==> config.mk <==
export PLATFORM = sky130hd
export DESIGN_NAME = regfile_wb_arbiter
export DESIGN_NICKNAME = d
export VERILOG_FILES = /design/src/rtl/regfile_wb_arbiter.sv
export SDC_FILE = /design/constraint.sdc
export NUM_CORES = 1
export LEC_CHECK = 0
export CORE_ASPECT_RATIO = 0.5
export CORE_MARGIN = 4
export CORE_UTILIZATION = 35
export CTS_CLUSTER_SIZE = 40
export DETAILED_ROUTE_END_ITERATION = 8
export HOLD_SLACK_MARGIN = 0.05
export PLACE_DENSITY = 0.75
export SKIP_LAST_GASP = 1
export SYNTH_ARGS = -nofsm -noshare
export SYNTH_HDL_FRONTEND = slang
export SYNTH_SLANG_ARGS = --single-unit
==> constraint.sdc <==
create_clock -name clk_i -period 1.7 [get_ports clk_i]
set_input_delay 0.34 -clock clk_i [delete_from_list [all_inputs] [get_ports clk_i]]
set_output_delay 0.34 -clock clk_i [all_outputs]
set_load 0.02 [all_outputs]
==> src/rtl/regfile_wb_arbiter.sv <==
// Register-file write-port owner: round-robin ALU/load writeback arbitration,
// one-cycle registered write, and a pending-write scoreboard for RAW stalls.
module regfile_wb_arbiter #(
  parameter int unsigned ADDR_W     = 4,
  parameter int unsigned DATA_W     = 32,
  parameter int unsigned PC_ADDR    = 15,
  parameter bit          DROP_PC_WR = 1'b1
) (
  input  logic              clk_i,
  input  logic              rst_i,
  input  logic              alu_valid_i,
  input  logic [ADDR_W-1:0] alu_addr_i,
  input  logic [DATA_W-1:0] alu_data_i,
  output logic              alu_ready_o,
  input  logic              mem_valid_i,
  input  logic [ADDR_W-1:0] mem_addr_i,
  input  logic [DATA_W-1:0] mem_data_i,
  output logic              mem_ready_o,
  input  logic              issue_en_i,
  input  logic [ADDR_W-1:0] issue_addr_i,
  input  logic [ADDR_W-1:0] r1_addr_i,
  input  logic [ADDR_W-1:0] r2_addr_i,
  output logic              r1_busy_o,
  output logic              r2_busy_o,
  output logic              stall_o,
  output logic              rf_wr_en_o,
  output logic [ADDR_W-1:0] rf_wr_addr_o,
  output logic [DATA_W-1:0] rf_data_o
);

  localparam int unsigned       NREG = 1 << ADDR_W;
  localparam logic [ADDR_W-1:0] PC_A = ADDR_W'(PC_ADDR);

  typedef enum logic {PRI_ALU = 1'b0, PRI_MEM = 1'b1} pri_e;

  pri_e              state_q, state_d;
  logic              wr_en_q, wr_en_d;
  logic [ADDR_W-1:0] wr_addr_q, wr_addr_d;
  logic [DATA_W-1:0] wr_data_q, wr_data_d;
  logic [NREG-1:0]   pending_q, pending_d;

  logic              alu_grant, mem_grant;
  logic [ADDR_W-1:0] grant_addr;
  logic [DATA_W-1:0] grant_data;

  always_ff @(posedge clk_i or posedge rst_i) begin
    if (rst_i) begin
      state_q   <= PRI_ALU;
      wr_en_q   <= 1'b0;
      wr_addr_q <= '0;
      wr_data_q <= '0;
      pending_q <= '0;
    end else begin
      state_q   <= state_d;
      wr_en_q   <= wr_en_d;
      wr_addr_q <= wr_addr_d;
      wr_data_q <= wr_data_d;
      pending_q <= pending_d;
    end
  end

  // Arbitration, next priority state and registered write staging.
  always_comb begin
    state_d    = state_q;
    wr_en_d    = 1'b0;
    wr_addr_d  = wr_addr_q;
    wr_data_d  = wr_data_q;
    alu_grant  = 1'b0;
    mem_grant  = 1'b0;
    grant_addr = alu_addr_i;
    grant_data = alu_data_i;

    unique case (state_q)
      PRI_ALU: alu_grant = alu_valid_i;
      PRI_MEM: alu_grant = alu_valid_i & ~mem_valid_i;
      default: alu_grant = 1'b0;
    endcase
    mem_grant = mem_valid_i & ~alu_grant;

    if (mem_grant) begin
      grant_addr = mem_addr_i;
      grant_data = mem_data_i;
    end

    if (alu_grant) begin
      state_d = PRI_MEM;
    end else if (mem_grant) begin
      state_d = PRI_ALU;
    end

    if (alu_grant | mem_grant) begin
      wr_addr_d = grant_addr;
      wr_data_d = grant_data;
      wr_en_d   = ~(DROP_PC_WR && (grant_addr == PC_A));
    end
  end

  // Scoreboard: a new issue overrides a same-cycle retirement of that register.
  always_comb begin
    pending_d = pending_q;
    if (wr_en_q) begin
      pending_d[wr_addr_q] = 1'b0;
    end
    if (issue_en_i && (issue_addr_i != PC_A)) begin
      pending_d[issue_addr_i] = 1'b1;
    end
    pending_d[PC_A] = 1'b0;
  end

  assign alu_ready_o  = alu_grant;
  assign mem_ready_o  = mem_grant;
  assign r1_busy_o    = (r1_addr_i != PC_A) & pending_q[r1_addr_i];
  assign r2_busy_o    = (r2_addr_i != PC_A) & pending_q[r2_addr_i];
  assign stall_o      = r1_busy_o | r2_busy_o;
  assign rf_wr_en_o   = wr_en_q;
  assign rf_wr_addr_o = wr_addr_q;
  assign rf_data_o    = wr_data_q;

endmodule

# Word level (Yosys, flattened, before mapping)
# Cells that the tools add are included.
[word_totals]
register_bits = 53
ram_bits = 0
input_bits = 89
elab_cells = 48
mem_bits_ro = 0
output_inout_bits = 42
latchBits = 0
memories = 0
[classes]
n_eq_ne = 4
reduce_logical = 4
n_lt_le_gt_ge = 6
n_bitwise = 13
n_mux = 16
n_div = 0
add_sub_neg = 0
multipliers = 0
shifts = 0
[op_table]
columns = ["cell", "count"]
rows = [
  ["$mux W32", 1],
  ["$mux W15", 2],
  ["$lt A4 B5 Y1 const B", 4],
  ["$and A15 B15 Y15", 1],
  ["$not A15 Y15", 1],
  ["$or A15 B15 Y15", 1],
  ["$ne A4 B4 Y1 const B", 3],
  ["$bmux W1 S4", 2],
  ["$demux W1 S4", 2],
  ["$ge A4 B1 Y1 const B", 2],
  ["$mux W1", 7],
  ["$and A1 B1 Y1", 4],
  ["$eq A4 B4 Y1 const B", 1],
  ["$mux W4", 1],
  ["$not A1 Y1", 4],
  ["$logic_and A1 B1 Y1", 3],
  ["$or A1 B1 Y1", 2],
  ["$pmux W1 S2", 1],
  ["$reduce_bool A2 Y1", 1],
]

# Depth between registers and ports, before layout
# Gate-level depths: netlist of run 1.
[depth]
depth_word = 9
ltp_mapped = 6

# Least setup slack after synthesis of run 1
# OpenSTA, ideal clock, no wires.
[synth_timing]
kind = "input port to output port"
from = "input port r1_addr_i[0]"
to = "output port stall_o"
path_buffers = 1
slack_ns = -0.324
cell_stages = 5
t_arrival_ns = 1.684
path_cell_list = "buf_6 -> mux4_2 -> o21a_1 -> a22o_1 -> nand3b_1"
[synth_via]
elab_chain_len = 4
word_cells_on_any_way = 5
classes_between = "1 x eq/ne; 2 x mux; 2 x bitwise"
[synth_lines]
columns = ["element", "line_no", "source"]
rows = [
  ["start: declaration", "21", "input logic [ADDR_W-1:0] r1_addr_i,"],
  ["$bmux W1 S4", "112", "assign r1_busy_o = (r1_addr_i != PC_A) & pending_q[r1_addr_i];"],
  ["$mux W1 (implied by the code)", "112", ""],
  ["$and A1 B1 Y1 (*)", "112", ""],
  ["via r1_busy_o", "23", "output logic r1_busy_o,"],
  ["$or A1 B1 Y1 (*)", "114", "assign stall_o = r1_busy_o | r2_busy_o;"],
  ["end: declaration", "25", "output logic stall_o,"],
]
# The timed path passes the listed nets; every way through them passes the cells marked *. The select of a mux whose other input is x is not followed.

# Worst setup path in the final report of run 1
[layout_timing]
from = "register pending_q[11]"
to = "output port stall_o"
[layout_via]
elab_chain_len = 4
word_cells_on_any_way = 7
classes_between = "4 x mux; 3 x bitwise"
[layout_lines]
columns = ["element", "line_no", "source"]
rows = [
  ["start: declaration", "40", "logic [NREG-1:0] pending_q, pending_d;"],
  ["start signal: assignment", "58", "pending_q <= pending_d;"],
  ["$bmux W1 S4, on equally long branches", "112, 113", ""],
  ["$mux W1, on equally long branches", "112, 113", ""],
  ["$and A1 B1 Y1, on equally long branches", "112, 113", ""],
  ["$or A1 B1 Y1 (*)", "114", ""],
]
# Mark *: on every way between the ends. The rest lies on a longest branch, timed or not. The select of a mux whose other input is x is not followed.

==> results of run 1 <==
worst reg2reg max path, stage by stage (launching register included):
cell,delay (ps)
sky130_fd_sc_hd__dfrtp_1,430
sky130_fd_sc_hd__or3b_2,520
sky130_fd_sc_hd__o21ai_0,180
sky130_fd_sc_hd__o31ai_1,100
path summary, 6_finish.rpt:
kind	depth (start not counted)	startpoint	slack [ps]	end
max	5	pending_q[11]$_DFF_PP0_	-550	stall_o
min	3	rst_i	410	rf_data_o[11]$_DFFE_PP0P_
max reg2reg	3	rf_wr_addr_o[0]$_DFFE_PP0P_	340	pending_q[0]$_DFF_PP0_
min reg2reg	2	rf_data_o[27]$_DFFE_PP0P_	510	rf_data_o[27]$_DFFE_PP0P_
max in group asynchronous	3	rst_i	1040	state_q$_DFFE_PP0P_
min in group clk_i	2	rf_data_o[27]$_DFFE_PP0P_	510	rf_data_o[27]$_DFFE_PP0P_
kinds of logic after synthesis:
| kind of cell | after synthesis |
|---|---|
| buf+inv | 16 |
| mux | 17 |
| compound gates | 78 |
| flops | 53 |
| simple gates | 96 |
layer usage:
layer  track usage (%)  part of all wire [%]  vias up
met2              35.5                    54       64
li1                  -                     -     1271
met3              4.21                   4.0       14
met1              21.2                    40     1274
met4              4.71                   1.8        0
met5                 0                     0        -
stage by stage:
stage	worst slack, ps	area, um^2	TNS (ps)
2_1_floorplan	-275	2570	-275
3_3_place_gp	-1130	4190	-4520
3_5_place_dp	-1260	4190	-6120
4_1_cts	-543	4340	-1470
5_1_grt	-603	4380	-1610
6_report	-546	4380	-1410
cell type report:
type | count | share of cell area (%)
Timing Repair Buffer | 166 | 36.8
Sequential cell | 53 | 30.3
Multi-Input combinational cell | 191 | 26.7
Clock buffer | 7 | 3.03
Tap cell | 92 | 2.63
Inverter | 4 | 0.343
Clock inverter | 1 | 0.171
cell usage after synthesis (4+ instances only):
cell	number	share of area (%)
sky130_fd_sc_hd__buf_2	5	0.98
sky130_fd_sc_hd__nand3b_1	7	2.1
sky130_fd_sc_hd__inv_1	4	0.59
sky130_fd_sc_hd__mux2i_1	13	5.1
sky130_fd_sc_hd__nand2_1	15	2.2
sky130_fd_sc_hd__nor2_1	59	8.7
sky130_fd_sc_hd__clkbuf_1	6	0.88
sky130_fd_sc_hd__nand2b_1	6	1.5
sky130_fd_sc_hd__dfrtp_1	53	52
sky130_fd_sc_hd__o22ai_1	29	7.1
sky130_fd_sc_hd__o221a_2	7	3.1
sky130_fd_sc_hd__o21ai_0	29	5.7
power by group:
| part | internal, uW | switching, uW | leakage (uW) | total [uW] |
|---|---|---|---|---|
| clock network | 548 | 422 | 0.0000641 | 970 |
| logic | 961 | 747 | 0.00118 | 1710 |
| registers | 1520 | 176 | 0.000595 | 1700 |
| total | 3030 | 1350 | 0.00184 | 4380 |
sequential cells by signal, indices dropped and copies added, names as in the netlist:
| register | count |
|---|---|
| pending_q | 15 |
| rf_data_o | 32 |
| rf_wr_en_o | 1 |
| rf_wr_addr_o | 4 |
| state_q | 1 |
repair_timing:
item,CTS,global route
pin swaps,2,2
gates resized for setup,32,10
setup buffers,2,3
setup endpoints to repair,6,8
==> impl_metrics.sql, run 1 <==
INSERT INTO impl_metrics (metric_group, metric, value, unit) VALUES
('run_status', 'run_status', 'finished with violations', ''),
('run_status', 'failed_checks', 'negative setup slack', ''),
('place', 'place.port_buffers', '130', ''),
('synthesis', 'mappedNetlistNets', '349', ''),
('finish', 'post_layout_nonfiller_instances', '514', ''),
('floorplan', 'die_h', '68.4', 'um'),
('power_and_ir_drop', 'cellLeakagePower', '0.00184', 'uW'),
('clocking', 'holdBufCountCts', '0', ''),
('setup_path', 'worst_path_buffer_plus_inverter_count', '1', ''),
('grt', 'via_count_of_the_first_global_routing_pass', '2749', ''),
('grt', 'antenna_found_initial', '0', ''),
('setup_path', 'crit_path_max_fanout', '2', ''),
('synthesis', 'share_of_the_synthesized_area_in_compound_gates_ao_oa_aoi_oai', '19.7', '%'),
('route', 'drt-initial-drc-count', '127', ''),
('worst_hold_path', 'holdCritPathClass', 'primary input to asynchronous set/reset pin', ''),
('clocking', 'cts_made_buffers', '5', ''),
('synthesis', 'async_reset_ff_share', '100', '%'),
('floorplan', 'design.portCount', '131', ''),
('sta', 'worst_tran_pin_value', '372', 'ps'),
('route', 'via_per_inst', '5.10', ''),
('clocking', 'clkTransAtPathRegs', '70', 'ps'),
('clocking', 'cts_tree', 'built', ''),
('setup_path', 'critPathTopFamily', 'multiplexers', ''),
('sta', 'finalCritPeriodShare', '132', '%'),
('sta', 'timing_max_transition_violations_final', '0', ''),
('synthesis', 'synth_simple_gate_area_share', '16.8', '%'),
('place', 'post-dp-hpwl', '6560', 'um'),
('setup_path', 'worstSetupStartpointType', 'flop', ''),
('clocking', 'clock_path_buffers', '2', ''),
('clocking', 'cts-root-buf', 'sky130_fd_sc_hd__clkbuf_16', ''),
('finish', 'filler_cells', '584', ''),
('clocking', 'clock_sinks', '53', ''),
('clocking', 'clk_latency', '280', 'ps'),
('floorplan', 'overall_die_area', '0.00882', 'mm^2'),
('grt', 'grt.overflow.total', '0', ''),
('finish', 'drive_above_1_share', '16.4', '%'),
('synthesis', 'synth-seq-area-share', '51.9', '%'),
('power_and_ir_drop', 'vdd.ir_drop.worst', '0.458', 'mV'),
('setup_path', 'setup.worst_path.class', 'flop to output pin', ''),
('sta', 'clock_skew', '4.21', 'ps'),
('synthesis', 'post_synth_fa_ha_maj_area_fraction', '0', '%'),
('sta', 'unrepaired_setup_endpoints_after_global_routing', 'true', ''),
('route', 'detail_route.wirelength', '8260', 'um'),
('finish', 'multi_input_comb_area', '0.00117', 'mm^2'),
('floorplan', 'core-area', '0.00688', 'mm^2'),
('finish', 'most_frequent_cells_in_the_layout', 'sky130_fd_sc_hd__clkdlybuf4s50_1, sky130_fd_sc_hd__nor2_1, sky130_fd_sc_hd__dfrtp_1, sky130_fd_sc_hd__buf_4', ''),
('synthesis', 'ys_ff_latch', '53', ''),
('sta', 'relSlewSlack', '75.2', '%'),
('setup_path', 'critical-path-slowest-cell', 'sky130_fd_sc_hd__mux4_2', ''),
('sta', 'timing.final.setup_violations', '3', ''),
('setup_path', 'critical_path_required', '1360', 'ps'),
('setup_path', 'arrival', '1910', 'ps'),
('finish', 'diodes', '0', ''),
('floorplan', 'floorplan.die.width', '129', 'um'),
('sta', 'timing.final.crit_period', '2250', 'ps'),
('sta', 'fin_worst_hold_slack', '411', 'ps'),
('finish', 'most_common_cell_after_layout_fill_and_taps_aside', 'sky130_fd_sc_hd__clkdlybuf4s50_1', ''),
('finish', 'final_core_util', '63.6', '%'),
('sta', 'fin_ws', '-546', 'ps'),
('synthesis', 'syn_avg_cell_area', '9.83', 'um^2'),
('synthesis', 'synth.mux.area_fraction', '8.76', '%'),
('clocking', 'htreeDepth', '2', ''),
('power_and_ir_drop', 'power.total', '4380', 'uW'),
('setup_path', 'crit_path_cell_trace', 'mux4_2, o21a_1, a22o_4, nand3b_1, buf_6', ''),
('route', 'vias', '2623', ''),
('route', 'ant_nets', '0', ''),
('route', 'wl_per_cell', '16.1', 'um'),
('synthesis', 'number_of_flops_mapped_to_enable_cells_by_yosys', '0', ''),
('sta', 'achievable-frequency', '445', 'MHz'),
('sta', 'hold_viol', '0', ''),
('place', 'gpl.final_weighted_congestion', '0.794', '');
(Power assumes the default switching activity.)
==> run 2: changes to the inputs <==
SLEW_MARGIN = 30   (was not set)
==> results of run 2 <==
No change in the layout: final DEF, timing and power equal those of run 1.
==> run 3: changes to the inputs <==
SKIP_LAST_GASP = not set   (was 1)
==> results of run 3 <==
No change in the layout: final DEF, timing and power equal those of run 1.
